## src/rtl/servo_slew_ctrl.sv

```systemverilog
// servo_slew_ctrl: queued motion sequencer in front of the JR servo PWM driver.
//
// Position commands {POS, RATE, DWELL} are pushed into a small FIFO. Each one is
// popped in turn. DAT_o then ramps toward POS by at most RATE per servo frame and
// holds there for DWELL frames. DONE_o pulses when the hold ends. Frame timing
// comes from the rising edge of the driver's FRAME output.
//
// Ports:
//   CK_i        system clock (shared with the servo driver)
//   XARST_i     asynchronous active-low reset
//   CMD_VAL_i   command valid
//   CMD_RDY_o   command ready; a push happens when VAL and RDY are both high
//   CMD_POS_i   target position code
//   CMD_RATE_i  maximum step per frame (0 = jump to target)
//   CMD_DWELL_i frames to hold at the target before DONE
//   ABORT_i     level: flush queue, stop motion, hold position
//   FRAME_i     driver FRAME output, rises at each frame start
//   DAT_o       position code to the driver
//   BUSY_o      controller active or FIFO non-empty
//   DONE_o      one-cycle pulse at command completion
//   LEVEL_o     FIFO occupancy
module servo_slew_ctrl #(
  parameter int unsigned C_FIFO_DEPTH = 4,
  parameter logic [7:0]  C_INIT_POS   = 8'd128
) (
  input  logic                              CK_i,
  input  logic                              XARST_i,
  input  logic                              CMD_VAL_i,
  output logic                              CMD_RDY_o,
  input  logic [7:0]                        CMD_POS_i,
  input  logic [3:0]                        CMD_RATE_i,
  input  logic [7:0]                        CMD_DWELL_i,
  input  logic                              ABORT_i,
  input  logic                              FRAME_i,
  output logic [7:0]                        DAT_o,
  output logic                              BUSY_o,
  output logic                              DONE_o,
  output logic [$clog2(C_FIFO_DEPTH):0]     LEVEL_o
);

  localparam int unsigned AW = $clog2(C_FIFO_DEPTH);
  localparam logic [AW:0] PtrOne = {{AW{1'b0}}, 1'b1};

  typedef enum logic [1:0] {StIdle, StLoad, StSlew, StDwell} state_e;

  // ---------------------------------------------------------------------------
  // Command FIFO: entries are {POS[19:12], RATE[11:8], DWELL[7:0]}
  // ---------------------------------------------------------------------------
  logic [19:0] r_mem [C_FIFO_DEPTH];
  logic [AW:0] r_wptr;
  logic [AW:0] r_rptr;
  logic        w_empty;
  logic        w_full;
  logic        w_push;
  logic        w_pop;
  logic [19:0] w_head;

  state_e      r_state;
  state_e      w_state_nxt;

  assign w_empty   = (r_wptr == r_rptr);
  // Same slot index but different wrap bit means the FIFO is full.
  assign w_full    = (r_wptr[AW] != r_rptr[AW]) && (r_wptr[AW-1:0] == r_rptr[AW-1:0]);
  assign CMD_RDY_o = ~w_full & ~ABORT_i;
  assign w_push    = CMD_VAL_i & CMD_RDY_o;
  assign w_pop     = (r_state == StLoad) & ~ABORT_i;
  assign w_head    = r_mem[r_rptr[AW-1:0]];
  assign LEVEL_o   = r_wptr - r_rptr;

  always_ff @(posedge CK_i) begin
    if (w_push) begin
      r_mem[r_wptr[AW-1:0]] <= {CMD_POS_i, CMD_RATE_i, CMD_DWELL_i};
    end
  end

  always_ff @(posedge CK_i or negedge XARST_i) begin
    if (!XARST_i) begin
      r_wptr <= '0;
      r_rptr <= '0;
    end else if (ABORT_i) begin
      r_rptr <= r_wptr;
    end else begin
      if (w_push) r_wptr <= r_wptr + PtrOne;
      if (w_pop)  r_rptr <= r_rptr + PtrOne;
    end
  end

  // ---------------------------------------------------------------------------
  // Frame tick. The edge register resets high so a FRAME already high at reset
  // release is not mistaken for a new frame.
  // ---------------------------------------------------------------------------
  logic r_frame;
  logic w_tick;
  logic r_tick_pend;
  logic w_tick_slew;

  assign w_tick = FRAME_i & ~r_frame;

  always_ff @(posedge CK_i or negedge XARST_i) begin
    if (!XARST_i) begin
      r_frame     <= 1'b1;
      r_tick_pend <= 1'b0;
    end else begin
      r_frame     <= FRAME_i;
      // A tick landing in the LOAD cycle is carried into the first SLEW cycle.
      r_tick_pend <= (r_state == StLoad) & w_tick & ~ABORT_i;
    end
  end

  assign w_tick_slew = w_tick | r_tick_pend;

  // ---------------------------------------------------------------------------
  // Active command and slew arithmetic
  // ---------------------------------------------------------------------------
  logic [7:0]        r_tgt;
  logic [3:0]        r_rate;
  logic [7:0]        r_dwell;
  logic [7:0]        r_cnt;
  logic [7:0]        w_cnt_nxt;
  logic [7:0]        r_dat;
  logic [7:0]        w_dat_nxt;
  logic              w_done;
  logic signed [8:0] w_diff;
  logic [8:0]        w_mag;
  logic              w_arrive;
  logic [7:0]        w_step;

  assign w_diff   = $signed({1'b0, r_tgt}) - $signed({1'b0, r_dat});
  assign w_mag    = w_diff[8] ? 9'(-w_diff) : 9'(w_diff);
  assign w_arrive = (r_rate == 4'd0) || (w_mag <= {5'd0, r_rate});
  // Only used when not arriving, so the step never crosses the target or wraps.
  assign w_step   = w_diff[8] ? (r_dat - {4'd0, r_rate}) : (r_dat + {4'd0, r_rate});

  always_ff @(posedge CK_i or negedge XARST_i) begin
    if (!XARST_i) begin
      r_tgt   <= '0;
      r_rate  <= '0;
      r_dwell <= '0;
    end else if (w_pop) begin
      r_tgt   <= w_head[19:12];
      r_rate  <= w_head[11:8];
      r_dwell <= w_head[7:0];
    end
  end

  // ---------------------------------------------------------------------------
  // Sequencer FSM
  // ---------------------------------------------------------------------------
  always_ff @(posedge CK_i or negedge XARST_i) begin
    if (!XARST_i) begin
      r_state <= StIdle;
      r_dat   <= C_INIT_POS;
      r_cnt   <= '0;
    end else begin
      r_state <= w_state_nxt;
      r_dat   <= w_dat_nxt;
      r_cnt   <= w_cnt_nxt;
    end
  end

  always_comb begin
    w_state_nxt = r_state;
    w_dat_nxt   = r_dat;
    w_cnt_nxt   = r_cnt;
    w_done      = 1'b0;
    unique case (r_state)
      StIdle: begin
        if (!w_empty) w_state_nxt = StLoad;
      end
      StLoad: begin
        w_state_nxt = StSlew;
      end
      StSlew: begin
        if (w_tick_slew) begin
          if (w_arrive) begin
            w_dat_nxt = r_tgt;
            if (r_dwell == 8'd0) begin
              w_done      = 1'b1;
              w_state_nxt = StIdle;
            end else begin
              w_cnt_nxt   = r_dwell;
              w_state_nxt = StDwell;
            end
          end else begin
            w_dat_nxt = w_step;
          end
        end
      end
      StDwell: begin
        if (w_tick) begin
          w_cnt_nxt = r_cnt - 8'd1;
          if (r_cnt == 8'd1) begin
            w_done      = 1'b1;
            w_state_nxt = StIdle;
          end
        end
      end
      default: begin
        w_state_nxt = StIdle;
      end
    endcase
    // Abort wins over everything: hold position, no completion.
    if (ABORT_i) begin
      w_state_nxt = StIdle;
      w_dat_nxt   = r_dat;
      w_cnt_nxt   = r_cnt;
      w_done      = 1'b0;
    end
  end

  assign DAT_o  = r_dat;
  assign DONE_o = w_done;
  assign BUSY_o = (r_state != StIdle) | ~w_empty;

endmodule

```

## config.mk

```make
export PLATFORM = sky130hd
export DESIGN_NAME = servo_slew_ctrl
export DESIGN_NICKNAME = d
export VERILOG_FILES = /design/src/rtl/servo_slew_ctrl.sv
export SDC_FILE = /design/constraint.sdc
export NUM_CORES = 1
export LEC_CHECK = 0
export CAP_MARGIN = 30
export CORE_MARGIN = 2
export CORE_UTILIZATION = 45
export DETAILED_ROUTE_END_ITERATION = 6
export PLACE_DENSITY = 0.74
export REMOVE_ABC_BUFFERS = 1
export SLEW_MARGIN = 25
export SYNTH_ARGS = -nofsm -noshare
export SYNTH_HDL_FRONTEND = slang
export SYNTH_SLANG_ARGS = --single-unit
```

## constraint.sdc

```tcl
create_clock -name CK_i -period 6 [get_ports CK_i]
set_input_delay 1.2 -clock CK_i [delete_from_list [all_inputs] [get_ports CK_i]]
set_output_delay 1.2 -clock CK_i [all_outputs]
set_load 0.005 [all_outputs]
```

After elaboration in Yosys (flattened, before gate mapping)
Memory sizes are Yosys's and may differ from the RTL's. A register that Yosys moved wholly into a read port is not among the register bits.
Index checks and enable logic that the tools add are counted.
{"block": "totals", "inputBits": 25, "register_bits": 26, "wordCells": 85, "mem_count": 1, "ram_bits": 80, "out_inout_bits": 14}
{"block": "op_classes", "addsub": 8, "muxes": 27, "reduce_logical": 13, "magnitude_cmp": 1, "bitwise_logic": 12, "n_eq_ne": 16}
{"memory": "r_mem", "words": 4, "word_bits": 20, "read_ports": 1, "rd_ports_with_merged_regs": 1, "write_ports": 1, "line_no": "49", "source": "logic [19:0] r_mem [C_FIFO_DEPTH];"}
{"operator": "8-bit 2-to-1 mux", "count": 6}
{"operator": "8-bit case mux with 2 select lines", "count": 1}
{"operator": "3-bit != test, second input constant", "count": 5}
{"operator": "2-bit 2-to-1 mux", "count": 7}
{"operator": "9-bit by 4-bit <= comparator with 1-bit output", "count": 1}
{"operator": "9-bit 2-to-1 mux", "count": 1}
{"operator": "9-bit negator", "count": 1}
{"operator": "8-bit by 8-bit subtractor with 9-bit output", "count": 1}
{"operator": "8-bit by 4-bit adder with 8-bit output", "count": 1}
{"operator": "8-bit by 1-bit equality test with 1-bit output, second input constant", "count": 1}
{"operator": "8-bit logical NOT", "count": 1}
{"operator": "1-bit 2-to-1 mux", "count": 8}
{"operator": "2-bit != test, second input constant", "count": 4}
{"operator": "2-bit case mux with 4 select lines", "count": 1}
{"operator": "8-bit by 1-bit subtractor with 8-bit output, second input constant", "count": 1}
{"operator": "8-bit by 4-bit subtractor with 8-bit output", "count": 1}
{"operator": "3-bit by 1-bit adder with 3-bit output, second input constant", "count": 2}
{"operator": "1-bit AND", "count": 6}
{"operator": "3-bit 2-to-1 mux", "count": 2}
{"operator": "6-bit AND reduction", "count": 1}
{"operator": "2-bit nonzero test", "count": 3}
{"operator": "5-bit AND reduction", "count": 1}
{"operator": "2-bit equality test, second input constant", "count": 2}
{"operator": "4-bit logical NOT", "count": 1}
{"operator": "other kinds (14)", "count": 18}

Longest topological paths before layout
{"block": "depth", "word_depth": 9, "ltp_mapped": 20, "ltp_nobuf": 19}

Worst setup path after synthesis
Ideal clock, no wire load.
{"block": "synth_path", "kind": "reg-to-output", "from": "reg r_dat[0] (netlist: DAT_o[0])", "to": "out DONE_o", "slack_ns": 1.257, "path_stages_with_launch": 19, "required_time_ns": 4.800, "t_arrival_ns": 3.543, "n_path_buf": 0, "path_cell_list": "dfrtp_1 -> ha_1 -> fa_1 -> nand2b_1 -> a21oi_1 -> nor3_1 -> nor2_1 -> nor2_1 -> a21oi_1 -> ha_1 -> nor2b_1 -> o21ai_0 -> nand2b_1 -> a21oi_1 -> o32ai_1 -> a21oi_1 -> a21oi_1 -> o31a_1 -> nor3_1"}
{"block": "synth_via", "elab_chain_cells": 9}
{"item": "from (decl)", "line_no": "120", "source": "logic [7:0] r_dat;"}
{"item": "from (signal assigned)", "line_no": "156", "source": "r_dat <= w_dat_nxt;"}
{"item": "8-bit by 8-bit subtractor with 9-bit output (*)", "line_no": "128", "source": "assign w_diff = $signed({1'b0, r_tgt}) - $signed({1'b0, r_dat});"}
{"item": "9-bit negator", "line_no": "129", "source": "assign w_mag = w_diff[8] ? 9'(-w_diff) : 9'(w_diff);"}
{"item": "9-bit 2-to-1 mux (*)", "line_no": "129"}
{"item": "9-bit by 4-bit <= comparator with 1-bit output (*)", "line_no": "130", "source": "assign w_arrive = (r_rate == 4'd0) || (w_mag <= {5'd0, r_rate});"}
{"item": "1-bit logical OR (*)", "line_no": "130"}
{"item": "1-bit 2-to-1 mux (*)", "line_no": "175", "source": "if (w_arrive) begin"}
{"item": "1-bit 2-to-1 mux (*)", "line_no": "174", "source": "if (w_tick_slew) begin"}
{"item": "1-bit case mux with 2 select lines (*)", "line_no": "166", "source": "unique case (r_state)"}
{"item": "1-bit 2-to-1 mux (*)", "line_no": "203", "source": "if (ABORT_i) begin"}
{"item": "to (decl)", "line_no": "37", "source": "output logic DONE_o,"}
Mark *: on every way between the ends. The rest lies on a longest branch, timed or not.

Worst setup path in the final report
Ends and elaborated chain as after synthesis.

==> flow_summary.yaml <==
die:
  die_w_um: 120
  ios: 39
  die_h_um: 120
  num_rows: 42
  die_area_um2: 14500
  core_um2: 13200
  start_util_pct: 46.0
critical_path:
  worstSetupStartpointType: "flip-flop"
  crit_chain: "ha_1, fa_1, nand2b_1, a21oi_2, nor3_2, nor2_2, buf_4, buf_4, a21oi_1, xor2_1, ha_1, and4_1, o32ai_1, a21oi_1, a21oi_1, o31a_1, nor3_2, dlymetal6s2s_1"
  r2r_cells: 18
  max_stage_delay_ns: 0.40
  cp_common_cell: "a21oi_1"
  critPathCaptureType: "primary output"
  slowest_stage: "dfrtp_1"
  crit_type: "flip-flop to primary output"
  required_ns: 4.80
  cp_max_fo: 5
  cp.arrival_ns: 4.14
route:
  postRouteAntennaNets: 0
  first_pass_iters: 4
  viasPerCell: 5.48
  drt_iter0_markers: 267
  routed_wl_um: 11800
  drc: 0
  vias: 3757
  wl_per_cell_um: 17.3
finish:
  post-route-util_pct: 54.5
  regArea_um2: 3560
  diodes: 0
  fill_cells: 1099
  multiInputGateArea_um2: 2400
  nets: 559
  layout-drive-gt1-share_pct: 15.9
  area_delta_synth_final_pct: 18.5
clocking:
  numClockSinks: 126
  clockBufferDepth: 2
  clock-root-buffer: "clkbuf_16"
  htreeDepth: 4
  holdBufCountCts: 0
  cts_buffers: 17
  clk_pin_slew_ns: 0.05
  cts_tree: "yes"
  clock_latency_ns: 0.40
logic_synthesis:
  synth_area_um2: 6090
  synth_edf_count: 80
  post_synth_main_area_contributors: "edfxtp_1, dfrtp_1, mux4_2"
  ys_ff_latch: 126
  ys_seq_area_share_pct: 58.4
  synth_flop_cell: "edfxtp_1"
  yosysUniqueCellTypes: 56
  synth_top_area_cell: "edfxtp_1"
  syn_inst: 454
  yosysTopAreaCellShare_pct: 39.4
  synth-async-reset-ratio_pct: 36.5
  synth_warnings: 0
  syn_area_per_cell_um2: 13.4
global_routing:
  antenna_found_initial: 0
  grt_usage_pct: 17.4
  gr-total-overflow: 0
  grt_max_degree: 47
  grt_first_pass_wirelength_um: 19400
  grt_pass1_vias: 3858
min_path:
  whs_path_depth: 2
  hp-class: "flip-flop to flip-flop"
power_and_ir_drop:
  peakVddDrop_uv: 255
  finalPower_uw: 4640
  p_leak_uw: 0.00278
  p_per_area_nw_per_um2: 643
sta:
  max_freq_mhz: 187
  setup_tns_ns: 0
  setup_violations: 0
  tightest_slew_ns: 0.693
  slew_headroom_pct: 53.7
  fin_crit_sh_pct: 89.0
  fin_skew_ns: 0.00573
  hold_viol_final: 0
  slew_violations: 0
  rsz0062_at_grt: "false"
  fin_crit_ns: 5.34
placed_design:
  place_congestion: 0.844
  portBuffers: 38
  hpwl_um: 7990
job:
  cap_violations: 0
outcome:
  outcome: "finished clean"
==> stage by stage <==
step	setup slack [ns]	cells	instance area, um^2	hold slack (ns)
2_1_floorplan	0.906	439	6020	0.468
3_3_place_gp	0.585	656	6650	0.482
3_5_place_dp	0.546	656	6660	0.496
4_1_cts	0.0604	685	7190	0.507
5_1_grt	0.317	686	7220	0.531
6_report	0.659	686	7220	0.512
==> synthesized netlist by cell type, types with 3 or more instances <==
| master | instances |
|---|---|
| nor4_1 | 3 |
| edfxtp_1 | 80 |
| o22a_1 | 5 |
| a31oi_1 | 3 |
| ha_1 | 31 |
| a21oi_1 | 24 |
| mux4_2 | 20 |
| clkbuf_1 | 9 |
| nand2b_1 | 3 |
| nor3_1 | 12 |
| xnor2_1 | 12 |
| xor2_1 | 7 |
| and3_1 | 5 |
| inv_1 | 26 |
| and2_1 | 4 |
| o31ai_1 | 4 |
| mux2i_1 | 9 |
| o21ai_0 | 24 |
| o21ai_1 | 3 |
| fa_1 | 3 |
| nor2_1 | 28 |
| mux2_2 | 14 |
| dfrtp_1 | 44 |
| buf_1 | 3 |
| nand2_1 | 32 |
| nor2b_1 | 9 |
==> flip-flops by register name, indices dropped and copies added, names as in the netlist <==
| name | flops |
|---|---|
| r_mem | 80 |
| DAT_o | 8 |
| r_cnt | 8 |
| r_dwell | 8 |
| r_tgt | 8 |
| r_rate | 4 |
| r_rptr | 3 |
| r_wptr | 3 |
| r_state | 2 |
| r_frame | 1 |
| r_tick_pend | 1 |
==> worst max-delay path, delay by kind of cell (launching register included) <==
| kind | cells | cell delay, ns |
|---|---|---|
| and+or+nand+nor | 5 | 0.88 |
| buffers and inverters | 3 | 0.42 |
| DFF | 1 | 0.40 |
| adders and majority gates | 3 | 0.95 |
| xor gates and xnor gates | 1 | 0.17 |
| AOI/OAI and AO/OA | 6 | 0.92 |
==> per-layer routing <==
metal / global-route usage, % / vias up / wire length (um)
met5: 0 / - / 0
met4: 6.40 / 0 / 98
met3: 4.39 / 7 / 509
met2: 30.2 / 74 / 6150
met1: 21.2 / 1895 / 5090
li1: - / 1781 / -
==> report_power, final <==
group | total (uW) | switching [uW] | internal, uW
Sequential | 1350 | 201 | 1150
Clock | 934 | 336 | 597
Combinational | 2360 | 1240 | 1130
Total | 4640 | 1770 | 2870
==> cells by family after synthesis <==
family,count (synthesis),synth area share (%)
flip-flops,126,58.4
AND/OR/NAND/NOR,108,8.61
AO/OA/AOI/OAI,83,8.77
multiplexers,43,11.5
buffers and inverters,41,2.69
adder cells (fa/ha/maj),34,7.35
XOR/XNOR,19,2.73
==> area by class of cell <==
class,instances,area share [%]
clock inverter,9,1.35
inverter,26,1.35
sequential,126,49.3
timing repair buffer,42,5.68
tap,176,3.05
multi-input combinational,287,33.2
clock buffer,20,6.05
==> cells in the final DEF (no fill, tap or decap), types with 3 or more instances in the layout <==
| master | synthesis | layout |
|---|---|---|
| nor2b_1 | 9 | 8 |
| edfxtp_1 | 80 | 80 |
| mux4_2 | 20 | 20 |
| clkbuf_16 | 0 | 17 |
| nor4_1 | 3 | 3 |
| a21oi_1 | 24 | 23 |
| o21ai_1 | 3 | 3 |
| xnor2_1 | 12 | 12 |
| clkbuf_1 | 9 | 3 |
| nand2b_1 | 3 | 3 |
| nand2_1 | 32 | 32 |
| fa_1 | 3 | 3 |
| and2_1 | 4 | 4 |
| and3_2 | 0 | 4 |
| clkdlybuf4s50_1 | 0 | 36 |
| o31ai_1 | 4 | 4 |
| o22a_1 | 5 | 5 |
| a31oi_1 | 3 | 3 |
| dfrtp_1 | 44 | 43 |
| nor3_1 | 12 | 10 |
| o21ai_0 | 24 | 24 |
| mux2i_1 | 9 | 9 |
| xor2_1 | 7 | 7 |
| mux2_2 | 14 | 14 |
| nor2_1 | 28 | 27 |
| buf_4 | 0 | 5 |
| ha_1 | 31 | 31 |
| clkinv_1 | 0 | 3 |
| inv_1 | 26 | 26 |
==> worst paths after layout <==
path                               start         to  slack (ns)
worst max-delay path            DAT_o[0]     DONE_o        0.66
worst min-delay path            r_cnt[6]   r_cnt[6]        0.51
max in group asynchronous        XARST_i  r_rptr[1]        4.77
min in group asynchronous        XARST_i   r_tgt[2]        0.79
worst min register to register  r_cnt[6]   r_cnt[6]        0.51
worst max register to register  DAT_o[0]   DAT_o[7]        1.94
==> repair_timing <==
item / CTS / global route
setup buffers: 0 / 1
resized for setup: 0 / 5
endpoints found under the setup margin: 0 / 1
No activity file was read; power rests on OpenSTA's default activity.
